`config.mk`:
```
export PLATFORM = sky130hd
export DESIGN_NAME = pipeline_slot_ctrl
export DESIGN_NICKNAME = d
export VERILOG_FILES = /design/src/rtl/pipeline_slot_ctrl.sv
export SDC_FILE = /design/constraint.sdc
export NUM_CORES = 1
export LEC_CHECK = 0
export CAP_MARGIN = 20
export CORE_AREA = 4 4 335 337
export CTS_CLUSTER_SIZE = 8
export DETAILED_ROUTE_END_ITERATION = 8
export DIE_AREA = 0 0 339 341
export SYNTH_ARGS = -nofsm -noshare
export SYNTH_HDL_FRONTEND = slang
export SYNTH_SLANG_ARGS = --single-unit
```
`constraint.sdc`:
```
create_clock -name clk -period 3.45 [get_ports clk]
set_input_delay 0.5175 -clock clk [delete_from_list [all_inputs] [get_ports clk]]
set_output_delay 0.5175 -clock clk [all_outputs]
set_load 0.02 [all_outputs]
```
`src/rtl/pipeline_slot_ctrl.sv`:
```
// rtl/pipeline_slot_ctrl.sv - N-slot in-order pipeline register chain with stall, bubble collapse and flush
module pipeline_slot_ctrl #(
  parameter int NUM_STAGES = 5,
  parameter int DATA_W     = 64,
  parameter int CNT_W      = 32,
  localparam int IDX_W     = $clog2(NUM_STAGES),
  localparam int OCC_W     = $clog2(NUM_STAGES + 1)
) (
  input  logic                         clk,
  input  logic                         rst,
  input  logic                         in_valid,
  input  logic [DATA_W-1:0]            in_data,
  output logic                         in_ready,
  output logic [NUM_STAGES-1:0]        slot_valid_o,
  output logic [NUM_STAGES*DATA_W-1:0] slot_data_o,
  input  logic [NUM_STAGES*DATA_W-1:0] stage_res_i,
  input  logic [NUM_STAGES-1:0]        stall_req_i,
  input  logic                         flush_valid,
  input  logic [IDX_W-1:0]             flush_stage,
  output logic                         out_valid,
  output logic [DATA_W-1:0]            out_data,
  output logic [OCC_W-1:0]             occupancy,
  output logic [CNT_W-1:0]             stall_cnt,
  output logic [CNT_W-1:0]             retire_cnt
);

  logic [NUM_STAGES-1:0]        v;
  logic [NUM_STAGES*DATA_W-1:0] data_q;
  logic [NUM_STAGES-1:0]        hold;
  logic                         flush_eff;
  int                           flush_k;

  // A slot holds only if it is valid and it or something older cannot move.
  always_comb begin
    hold = '0;
    hold[NUM_STAGES-1] = v[NUM_STAGES-1] & stall_req_i[NUM_STAGES-1];
    for (int i = NUM_STAGES - 2; i >= 0; i--) begin
      hold[i] = v[i] & (stall_req_i[i] | hold[i+1]);
    end
  end

  assign flush_k   = int'(flush_stage);
  assign flush_eff = flush_valid & (flush_k < NUM_STAGES);

  assign in_ready     = ~hold[0] & ~flush_eff;
  assign out_valid    = v[NUM_STAGES-1] & ~stall_req_i[NUM_STAGES-1];
  assign out_data     = stage_res_i[(NUM_STAGES-1)*DATA_W +: DATA_W];
  assign slot_valid_o = v;
  assign slot_data_o  = data_q;

  always_comb begin
    occupancy = '0;
    for (int i = 0; i < NUM_STAGES; i++) begin
      occupancy = occupancy + OCC_W'(v[i]);
    end
  end

  always_ff @(posedge clk) begin
    if (rst) begin
      v          <= '0;
      data_q     <= '0;
      stall_cnt  <= '0;
      retire_cnt <= '0;
    end else begin
      if (!hold[0]) begin
        data_q[0 +: DATA_W] <= in_data;
      end
      if (flush_eff) begin
        v[0] <= 1'b0;
      end else if (!hold[0]) begin
        v[0] <= in_valid;
      end
      // Packets younger than the flushing stage die both in place and on their way to the next slot.
      for (int i = 0; i < NUM_STAGES - 1; i++) begin
        if (!hold[i+1]) begin
          data_q[(i+1)*DATA_W +: DATA_W] <= stage_res_i[i*DATA_W +: DATA_W];
        end
        if (flush_eff && (i + 1 < flush_k)) begin
          v[i+1] <= 1'b0;
        end else if (!hold[i+1]) begin
          v[i+1] <= v[i] & ~stall_req_i[i] & ~(flush_eff && (i < flush_k));
        end
      end
      if (|hold) begin
        stall_cnt <= stall_cnt + CNT_W'(1);
      end
      if (out_valid) begin
        retire_cnt <= retire_cnt + CNT_W'(1);
      end
    end
  end

endmodule

```
== Word-level counts from Yosys, hierarchy flattened ==
Index checks and enable logic that the tools add are counted.
Widths: inputs -> output; s select.

* $add $sub $neg: 6
* $lt $le $gt $ge: 6
* Bitwise gates (word level): 31
* Reduce and logical (&&, ||, !) cells: 11

{| class="wikitable"
|+ Operator list
! kind !! count
|-
| $add 32x1->32 const B || 2
|-
| $and 1x1->1 || 16
|-
| $not 1->1 || 11
|-
| $reduce_or 2->1 || 5
|-
| $add 3x1->3 || 2
|-
| $lt 1x3->1 const A || 2
|-
| $lt 2x3->1 const A || 2
|-
| $logic_and 1x1->1 || 5
|-
| $reduce_or 5->1 || 1
|-
| $or 1x1->1 || 4
|-
| $add 2x1->3 || 1
|-
| $lt 3x3->1 const A || 1
|-
| $lt 3x3->1 const B || 1
|-
| $add 1x1->2 || 1
|}

* Flip-flop bits (word level): 389
* Output and inout port bits: 458
* Logic and storage cells: 66

== Logic depth before layout (Yosys ltp) ==
Gate-level depths: netlist of run 1.

* Word-level depth: 11
* Mapped depth: 7
* Depth with buffers taken out: 6

== Worst setup path before layout of run 1 ==
Ideal clock, no wire load.

* Kind: reg2out
* Start: reg v[0] (netlist: slot_valid_o[0])
* End: out occupancy[1]
* Data arrival time: 1,733 ps
* Slack: 1,199 ps
* Cell stages (with the launch flop): 4
* Cells stage by stage: dfxtp_1 -> fa_1 -> fa_1 -> ha_1

* Cells in the longest elaborated chain, start to end: 4

{| class="wikitable"
|+ RTL lines
! item !! RTL line !! source
|-
| start, declared || 27 || <nowiki>logic [NUM_STAGES-1:0] v;</nowiki>
|-
| start signal, assigned || 71 || <nowiki>v[0] <= in_valid;</nowiki>
|-
| start signal, assigned by index || 81 || <nowiki>v[i+1] <= v[i] & ~stall_req_i[i] & ~(flush_eff && (i < flush_k));</nowiki>
|-
| $add 1x1->2 || 54 || <nowiki>occupancy = occupancy + OCC_W'(v[i]);</nowiki>
|-
| $add 2x1->3 || 54 ||
|-
| $add 3x1->3 (2 in a row) || 54 ||
|-
| end, declared || 22 || <nowiki>output logic [OCC_W-1:0] occupancy,</nowiki>
|}

Every way passes these cells.

== Final worst setup path of run 1 ==
* Start: reg v[2] (netlist: slot_valid_o[2])
* End: out in_ready

* Cells in the longest elaborated chain, start to end: 7

{| class="wikitable"
|+ RTL lines
! item !! RTL line !! source
|-
| $and 1x1->1 || 38 || <nowiki>hold[i] = v[i] & (stall_req_i[i] | hold[i+1]);</nowiki>
|-
| $or 1x1->1 || 38 ||
|-
| $and 1x1->1 || 38 ||
|-
| $or 1x1->1 || 38 ||
|-
| $and 1x1->1 || 38 ||
|-
| $not 1->1 || 45 || <nowiki>assign in_ready = ~hold[0] & ~flush_eff;</nowiki>
|-
| $and 1x1->1 || 45 ||
|-
| end, declared || 13 || <nowiki>output logic in_ready,</nowiki>
|}

Every way passes these cells.

==> results of run 1 <==
[critical path, cell delays in order (launching register included)]
cell and delay [ns]:
sky130_fd_sc_hd__dfxtp_2 0.41, sky130_fd_sc_hd__a21oi_1 0.41, sky130_fd_sc_hd__o22ai_4 0.13, sky130_fd_sc_hd__o21a_2 0.26
sky130_fd_sc_hd__nor2_1 0.10, sky130_fd_sc_hd__buf_4 0.15, sky130_fd_sc_hd__clkdlybuf4s50_1 0.61
[worst min path at each step]
stage | cells past startpoint | slack, ns | end
floorplan | 2 | 0.53 | slot_data_o[19]$_SDFFE_PP0N_
global placement | 2 | 0.44 | slot_data_o[194]$_SDFFE_PP0N_
detailed placement | 2 | 0.44 | slot_data_o[54]$_SDFFE_PP0N_
CTS | 2 | 0.20 | retire_cnt[8]$_SDFFE_PP0P_
global route | 2 | 0.24 | retire_cnt[14]$_SDFFE_PP0P_
finish | 2 | 0.27 | retire_cnt[15]$_SDFFE_PP0P_
[flip-flops by register name (all words and copies together), names as in the netlist]
register and cells:
slot_data_o 320, slot_valid_o 5, retire_cnt 32, stall_cnt 32
[cells in the mapped netlist, types with 10 or more instances]
cell type,instances,share of area
sky130_fd_sc_hd__dfxtp_1,389,0.53
sky130_fd_sc_hd__xor2_1,47,0.028
sky130_fd_sc_hd__o21ai_0,17,0.0058
sky130_fd_sc_hd__clkbuf_1,77,0.020
sky130_fd_sc_hd__and3_1,11,0.0047
sky130_fd_sc_hd__buf_4,66,0.034
sky130_fd_sc_hd__o2111ai_1,10,0.0060
sky130_fd_sc_hd__nand2_1,658,0.17
sky130_fd_sc_hd__a21oi_1,337,0.11
sky130_fd_sc_hd__nand4_1,19,0.0081
sky130_fd_sc_hd__nor2_1,59,0.015
sky130_fd_sc_hd__buf_2,36,0.012
sky130_fd_sc_hd__nand3_1,17,0.0058
sky130_fd_sc_hd__or3_1,12,0.0051
[cell type report]
class                           instances  share of cell area
Clock buffer                           65              0.0594
Inverter                                5            0.000761
Antenna cell                            3            0.000304
Clock inverter                          2             0.00157
Timing Repair Buffer                  759               0.311
Sequential cell                       389               0.316
Multi-Input combinational cell       1248               0.240
Tap cell                             1414              0.0717
[per-layer routing]
layer | wire, um | share of wire | track usage
met1 | 26800 | 0.41 | 0.128
met2 | 30300 | 0.46 | 0.175
met3 | 6570 | 0.10 | 0.0441
met4 | 1940 | 0.030 | 0.0370
met5 | 13 | 0.00020 | 0
[power by group]
part | total, mW | internal, mW | switching, mW
Combinational | 1.52 | 0.805 | 0.719
Clock | 5.03 | 2.99 | 2.03
Sequential | 4.83 | 4.72 | 0.113
Total | 11.4 | 8.52 | 2.87
[logic make-up after synthesis]
group,after synthesis,share of synthesized area
mux,1,0.000682
xor+xnor,49,0.0293
compound gates,386,0.140
simple gates,807,0.224
buf+inv,192,0.0691
flops,389,0.531
fa+ha+maj,5,0.00529
[timing repair]
item,4_1_cts,5_1_grt
endpoints found under the setup margin,2,0
endpoints found under the hold margin,0,0
gates resized for setup,2,0
==> impl_metrics.ini, run 1 <==
[clock_tree]
number_of_buffers_inserted_during_clock_tree_synthesis = 56
clk_pin_slew_worst_paths_ns = 0.06
cts_post_setup_buffers_inserted = 0
maximum_number_of_buffers_from_clock_root_to_sink = 3
num_clock_sinks = 389
tritoncts = built
worst_skew_pair.late_latency_ns = 0.61
cts.hold.buffers_added = 0
htree_levels = 2
cts_root_buffer = sky130_fd_sc_hd__clkbuf_16

[yosys]
yosysWarningCount = 0
postSynthAreaPerCell_sq_um = 8.02
synth-edff-count = 0
synth.ff_latch_count = 389
synth_fp_nets = 2230
synth.distinct_cells = 45
synthArstFlopShare = 0
synth_ff_type = sky130_fd_sc_hd__dfxtp_1
synth_sequential_area_ratio = 0.531
synth_area_sq_mm = 0.0147
synthCells = 1829

[global_routing]
grt_overflow = 0
grt_usage = 0.107
grt_antenna_before_repair = 6
grt_max_degree = 147
grt_pass1_wl_mm = 95.0
first_global_vias = 14400

[critical_path]
worst-endpoint-arrival_ns = 2.68
rr_startpoint = slot_valid_o[2]$_SDFFE_PP0N_
crit_type = flip-flop to output pin
critical_path.reg2reg.endpoint = stall_cnt[22]$_SDFFE_PP0P_
worstPathMaxFanout = 7
timing.critical_path.from_type = flip-flop
timing.critical_path.required_ns = 2.93
setup.worst_path.end_class = output pin
crit_end = in_ready
reg2regPathDepth = 7
setup_slack_of_the_most_critical_reg_to_reg_path_ns = 0.94
crit_start = slot_valid_o[2]$_SDFFE_PP0N_

[final_layout]
layout.cells.most_common_list = sky130_fd_sc_hd__clkdlybuf4s50_1, sky130_fd_sc_hd__nand2_1, sky130_fd_sc_hd__dfxtp_1
fin_cells = 3885
multi_input_combinational_cell_area_sq_mm = 0.00592
layout.core_utilization = 0.227
design.final.nets = 2860
fill_cells = 11900
layout.cells.most_common = sky130_fd_sc_hd__clkdlybuf4s50_1
area.sequential_sq_mm = 0.00779
drive_above_1_share = 0.0450
postLayoutCellArea_sq_mm = 0.0247
area_growth_syn_to_layout_pct = 68.2

[place]
hpwlAfterDp_mm = 47.7
gp_routability_congestion = 0.817
dp_slack_ns = 0.0682
dp.cells = 3814
post_dp_cell_area_sq_mm = 0.0231
io_buffers = 725

[power]
worst_ir_drop_vdd_v = 0.000317
power_density_mw_per_mm2 = 461
totalPowerFinal_mw = 11.4
pleak_nw = 9.36

[sta]
finalSetupTns_ns = 0
fmaxAchievable_mhz = 313
final.setup.worst_slack_ns = 0.252
grt_setup_unrepaired = false
report.final.slew_viol_count = 0
relSlewSlack = 0.379
worst-slew-pin-transition_ns = 0.931
period_share = 0.927
hold_ws_ns = 0.270
fin_crit_ns = 3.20
fin_worst_skew_ns = 0.0245
report.final.hold_viol_count = 0
setup-violations-final = 0

[detailed_routing]
finalWirelength_mm = 65.6
drt_first_iter_violations = 617
route.detailed.wl_per_inst_um = 16.9
detail_route.drc_violations = 0
drt.antenna.violating_nets = 0
routed-via-count = 14700
first_pass_iters = 5
vias_per_cell = 3.78

[worst_hold_path]
min_from = rst
holdCritPathClass = primary input to flip-flop

[flow_run]
max_cap_violations = 0

[run_status]
outcome = finished clean

[floorplanning]
fp.dieArea_sq_mm = 0.116
i_o_pins = 854
floorplan.initialDensity = 0.135
num_rows = 121
placeableCoreArea_sq_mm = 0.109
die_h_um = 341
dieWidth_um = 339
(Power assumes the default switching activity.)
==> run 2, diff against run 1 <==
Settings changed: CAP_MARGIN 20 to not set, REMOVE_ABC_BUFFERS set to 1.
==> run 2 against run 1 <==
  * Combinational power increased by 3%
  * Largest power group is now sequential cells
  * Clock skew fell by 0.014 ns
  * Setup slack lost 0.030 ns
  * Via count rose by 2.6%
  * First-iteration DRC count up 19%
  * Highest routed layer unchanged
==> impl_metrics.ini, run 2 (same netlist as run 1, synthesis figures left out) <==
[power]
power_frac_clock = 0.427
combPwrFrac = 0.140
power_density_mw_per_mm2 = 453
p_int_mw = 8.35
power.sequential.fraction = 0.433
worst_ir_drop_vdd_v = 0.000308
pleak_nw = 9.37
netSwitchingPower_mw = 2.82
totalPowerFinal_mw = 11.2
switching_share_of_power = 0.253

[global_routing]
grt_most_used_layer = met2
grt_pass1_wl_mm = 105
global_route.usage.met2 = 0.177
grt_usage = 0.124
grtUsageMet1 = 0.155
first_global_vias = 14400
grt_antenna_before_repair = 13
grt_overflow = 0
grt_max_degree = 95
globalRouteMet3Util = 0.0738

[floorplanning]
floorplan.initialDensity = 0.135
placeableCoreArea_sq_mm = 0.109
fp.dieArea_sq_mm = 0.116
dieWidth_um = 339
die_h_um = 341
i_o_pins = 854
num_rows = 121

[critical_path]
worstPathMaxFanout = 7
worst-endpoint-arrival_ns = 2.71
slowest_stage = sky130_fd_sc_hd__clkdlybuf4s50_1
timing.critical_path.from_type = flip-flop
timing.critical_path.required_ns = 2.93
path_common_cell = sky130_fd_sc_hd__fa_1
critPathMaxStageDelay_ns = 0.63
crit_family = adder cells
crit_type = flip-flop to output pin
critical_path.n_buffers_inverters = 1
setup.worst_path.end_class = output pin
path_cells = fa_1 > fa_1 > clkdlybuf4s50_1

[clock_tree]
maximum_number_of_buffers_from_clock_root_to_sink = 3
worst_skew_pair.late_latency_ns = 0.60
number_of_buffers_inserted_during_clock_tree_synthesis = 55
num_clock_sinks = 389
htree_levels = 2
cts_root_buffer = sky130_fd_sc_hd__clkbuf_16
tritoncts = built
clk_pin_slew_worst_paths_ns = 0.05

[final_layout]
area_growth_syn_to_layout_pct = 68.1
fill_cells = 11900
layout.core_utilization = 0.226
drive_above_1_share = 0.0469
design.final.nets = 2865
fin_cells = 3891
largest_register_ffs = 320
layout.cells.most_common = sky130_fd_sc_hd__clkdlybuf4s50_1
layout.cells.most_common_list = sky130_fd_sc_hd__clkdlybuf4s50_1, sky130_fd_sc_hd__nand2_1, sky130_fd_sc_hd__dfxtp_1
area.sequential_sq_mm = 0.00779
multi_input_combinational_cell_area_sq_mm = 0.00592

[worst_hold_path]
holdCritPathClass = primary input to flip-flop

[detailed_routing]
vias_per_cell = 3.87
drt_first_iter_violations = 732
route.detailed.wl_per_inst_um = 19.6
detail_route.drc_violations = 0
drt.antenna.violating_nets = 0
finalWirelength_mm = 76.4
routed-via-count = 15100
first_pass_iters = 5

[sta]
grt_setup_unrepaired = false
fin_crit_ns = 3.23
worst-slew-pin-transition_ns = 0.946
finalSetupTns_ns = 0
fmaxAchievable_mhz = 310
report.final.slew_viol_count = 0
setup-violations-final = 0
relSlewSlack = 0.369
report.final.hold_viol_count = 0
hold_ws_ns = 0.438
fin_worst_skew_ns = 0.0107
period_share = 0.936

[place]
gp_routability_congestion = 0.940
dp.cells = 3821
hpwlAfterDp_mm = 59.5
io_buffers = 725

[flow_run]
max_cap_violations = 0

[run_status]
outcome = finished clean
==> run 2: cell types whose count changed in the layout (fill, tap and decap cells not counted), sizes merged <==
cell and delta:
dlygate4sd2 -1, bufinv -1, clkbuf -3, dlymetal6s2s +1
buf +6, diode +3, inv +1
==> run 2: area by class of cell <==
cell class	count	area share
Timing Repair Buffer	765	0.313
Inverter	5	0.000761
Antenna cell	6	0.000609
Tap cell	1414	0.0718
Clock buffer	62	0.0573
Sequential cell	389	0.316
Multi-Input combinational cell	1248	0.240
Clock inverter	2	0.000558
==> run 2: power by group through the flow <==
stage               clock [mW]  combinational [mW]  sequential (mW)
floorplan                    0               0.221             5.18
global placement             0                1.57             4.91
detailed placement           0                1.58             4.92
CTS                       4.96                1.59             4.83
global route              5.11                1.66             4.86
finish                    4.76                1.57             4.84
==> run 2: final timing paths <==
check | from | end | slack [ns] | cells past startpoint
worst min register to register | slot_data_o[303]$_SDFFE_PP0N_ | slot_data_o[303]$_SDFFE_PP0N_ | 0.45 | 2
worst max register to register | slot_valid_o[2]$_SDFFE_PP0N_ | stall_cnt[6]$_SDFFE_PP0P_ | 0.85 | 7
worst max-delay path | slot_valid_o[3]$_SDFFE_PP0N_ | occupancy[0] | 0.22 | 3
worst min-delay path | rst | slot_data_o[263]$_SDFFE_PP0N_ | 0.44 | 2
==> run 2: metal layers <==
layer  wire length (um)  part of all wire  vias up
met5                390            0.0051        -
met4               1620             0.021       18
met3              10200              0.13      101
met2              31500              0.41      771
met1              32600              0.43     7005
li1                   -                 -     7171
==> run 2: what timing repair did <==
| action | 4_1_cts | 5_1_grt |
|---|---|---|
| hold endpoints to repair | 0 | 0 |
| gates resized for setup | 2 | 1 |
| hold buffers | 0 | 0 |
| buffers inserted | 0 | 0 |
| setup endpoints to repair | 2 | 1 |
==> run 2: stage by stage <==
stage,setup slack (ns),area [sq um]
finish,0.222,24700
global route,0.0974,24600
CTS,0.0589,24600
detailed placement,0.441,23200
global placement,0.377,23200
floorplan,-1.82,13700
==> run 3, diff against run 2 <==
Settings changed: DONT_BUFFER_PORTS set to 1.
==> run 3 against run 2 <==
  * Routed wire length decreased by 3.4%
  * Design area decreased by 21%
  * Flip-flop and latch count unchanged
  * Non-clock buffer count decreased by 536
  * Total power decreased by 3.0%
  * Via count decreased by 9.3%
  * Register-to-register slack got worse by 0.10 ns
  * Global-route usage decreased by 0.44 points
  * Maximum frequency increased by 2.4%
  * Critical endpoint is now in_ready
  * Sequential power increased by 7.2%
==> impl_metrics.ini, run 3 (same netlist as run 1, synthesis figures left out) <==
[run_status]
outcome = finished clean

[sta]
fmaxAchievable_mhz = 317
report.final.hold_viol_count = 0
finalSetupTns_ns = 0
report.final.slew_viol_count = 0
fin_crit_ns = 3.15
fin_worst_skew_ns = 0.0171
worst-slew-pin-transition_ns = 0.965
relSlewSlack = 0.357
period_share = 0.913
grt_setup_unrepaired = false
setup-violations-final = 0

[global_routing]
globalRouteMet3Util = 0.0910
grt_max_degree = 353
global_route.usage.met2 = 0.172
grt_overflow = 0
grtUsageMet1 = 0.134
first_global_vias = 13200
grt_usage = 0.119
grt_antenna_before_repair = 24
grt_most_used_layer = met2
grt_pass1_wl_mm = 101

[clock_tree]
cts_repair_resize_count = 0
num_clock_sinks = 389
cts_root_buffer = sky130_fd_sc_hd__clkbuf_16
maximum_number_of_buffers_from_clock_root_to_sink = 3
tritoncts = built
number_of_buffers_inserted_during_clock_tree_synthesis = 56
clk_pin_slew_worst_paths_ns = 0.05
htree_levels = 2
worst_skew_pair.late_latency_ns = 0.61

[floorplanning]
num_rows = 121
dieWidth_um = 339
die_h_um = 341
floorplan.initialDensity = 0.135
fp.dieArea_sq_mm = 0.116
placeableCoreArea_sq_mm = 0.109
i_o_pins = 854

[detailed_routing]
routed-via-count = 13700
drt_first_iter_violations = 875
first_pass_iters = 6
detail_route.drc_violations = 0
finalWirelength_mm = 73.8
vias_per_cell = 4.06
route.detailed.wl_per_inst_um = 21.9
drt.antenna.violating_nets = 0

[final_layout]
drive_above_1_share = 0.0516
postLayoutCellArea_sq_mm = 0.0194
design.final.nets = 2330
layout.cells.most_common_list = sky130_fd_sc_hd__nand2_1, sky130_fd_sc_hd__dfxtp_1, sky130_fd_sc_hd__a21oi_1
layout.cells.most_common = sky130_fd_sc_hd__nand2_1
area_growth_syn_to_layout_pct = 32.5
layout.core_utilization = 0.179
largest_register_ffs = 320

[place]
io_buffers = 0
post_dp_cell_area_sq_mm = 0.0157
gp_routability_congestion = 0.907
hpwlAfterDp_mm = 55.3

[power]
pleak_nw = 7.47
worst_ir_drop_vdd_v = 0.000314
power_density_mw_per_mm2 = 557

[critical_path]
crit_type = flip-flop to output pin
path_cells = nand3_1 > o22ai_4 > o21a_2 > nor2_1
worst-endpoint-arrival_ns = 2.63
worstPathMaxFanout = 15
critPathMaxStageDelay_ns = 0.69
timing.critical_path.required_ns = 2.93
setup.worst_path.end_class = output pin
timing.critical_path.from_type = flip-flop
slowest_stage = sky130_fd_sc_hd__dfxtp_1

[flow_run]
max_cap_violations = 0

[worst_hold_path]
holdCritPathClass = primary input to flip-flop
[run 3: layout make-up]
cell class | instances | area [sq um]
Inverter | 5 | 18.8
Fill cell | 12100 | 89400
Multi-Input combinational cell | 1248 | 5920
Tap cell | 1414 | 1770
Antenna cell | 13 | 32.5
Timing Repair Buffer | 229 | 2340
Sequential cell | 389 | 7790
Clock buffer | 64 | 1490
Clock inverter | 4 | 77.6
[run 3: worst max-delay path: cells and delay by family, from the launching register on]
kind / cells / cell delay (ns)
AO/OA/AOI/OAI: 2 / 0.94
flip-flops: 1 / 0.69
AND/OR/NAND/NOR: 2 / 0.40
[run 3: metrics by stage]
step	hold slack, ns	total power [mW]	setup slack [ns]	std cells
after floorplan	0.524	5.40	-1.82	1642
after global placement	0.539	5.59	0.924	3075
after detailed placement	0.544	5.60	0.812	3075
after CTS	0.000342	11.0	0.199	3353
after global routing	0.00566	11.3	0.146	3360
final	0.0650	10.8	0.299	3366
[run 3: final timing paths]
kind | startpoint | endpoint | slack (ns) | cells past startpoint
worst max register to register | slot_valid_o[2]$_SDFFE_PP0N_ | slot_data_o[40]$_SDFFE_PP0N_ | 0.75 | 6
worst min-delay path | stage_res_i[210] | slot_data_o[274]$_SDFFE_PP0N_ | 0.07 | 2
worst min register to register | slot_data_o[208]$_SDFFE_PP0N_ | slot_data_o[208]$_SDFFE_PP0N_ | 0.56 | 2
worst max-delay path | slot_valid_o[2]$_SDFFE_PP0N_ | in_ready | 0.30 | 4
[run 3: metal layers]
layer	share of wire	wire (um)
met2	0.42	30700
met3	0.17	12600
met1	0.38	27900
met4	0.029	2150
met5	0.0059	434
[run 3: power by group]
group	switching (mW)	internal (mW)
clock	1.98	3.13
sequential	0.471	4.72
combinational	0.254	0.283
[run 3: timing repair]
action                    CTS  global route
hold endpoints to repair  219             0
setup buffers               0             0
hold buffers              210             0
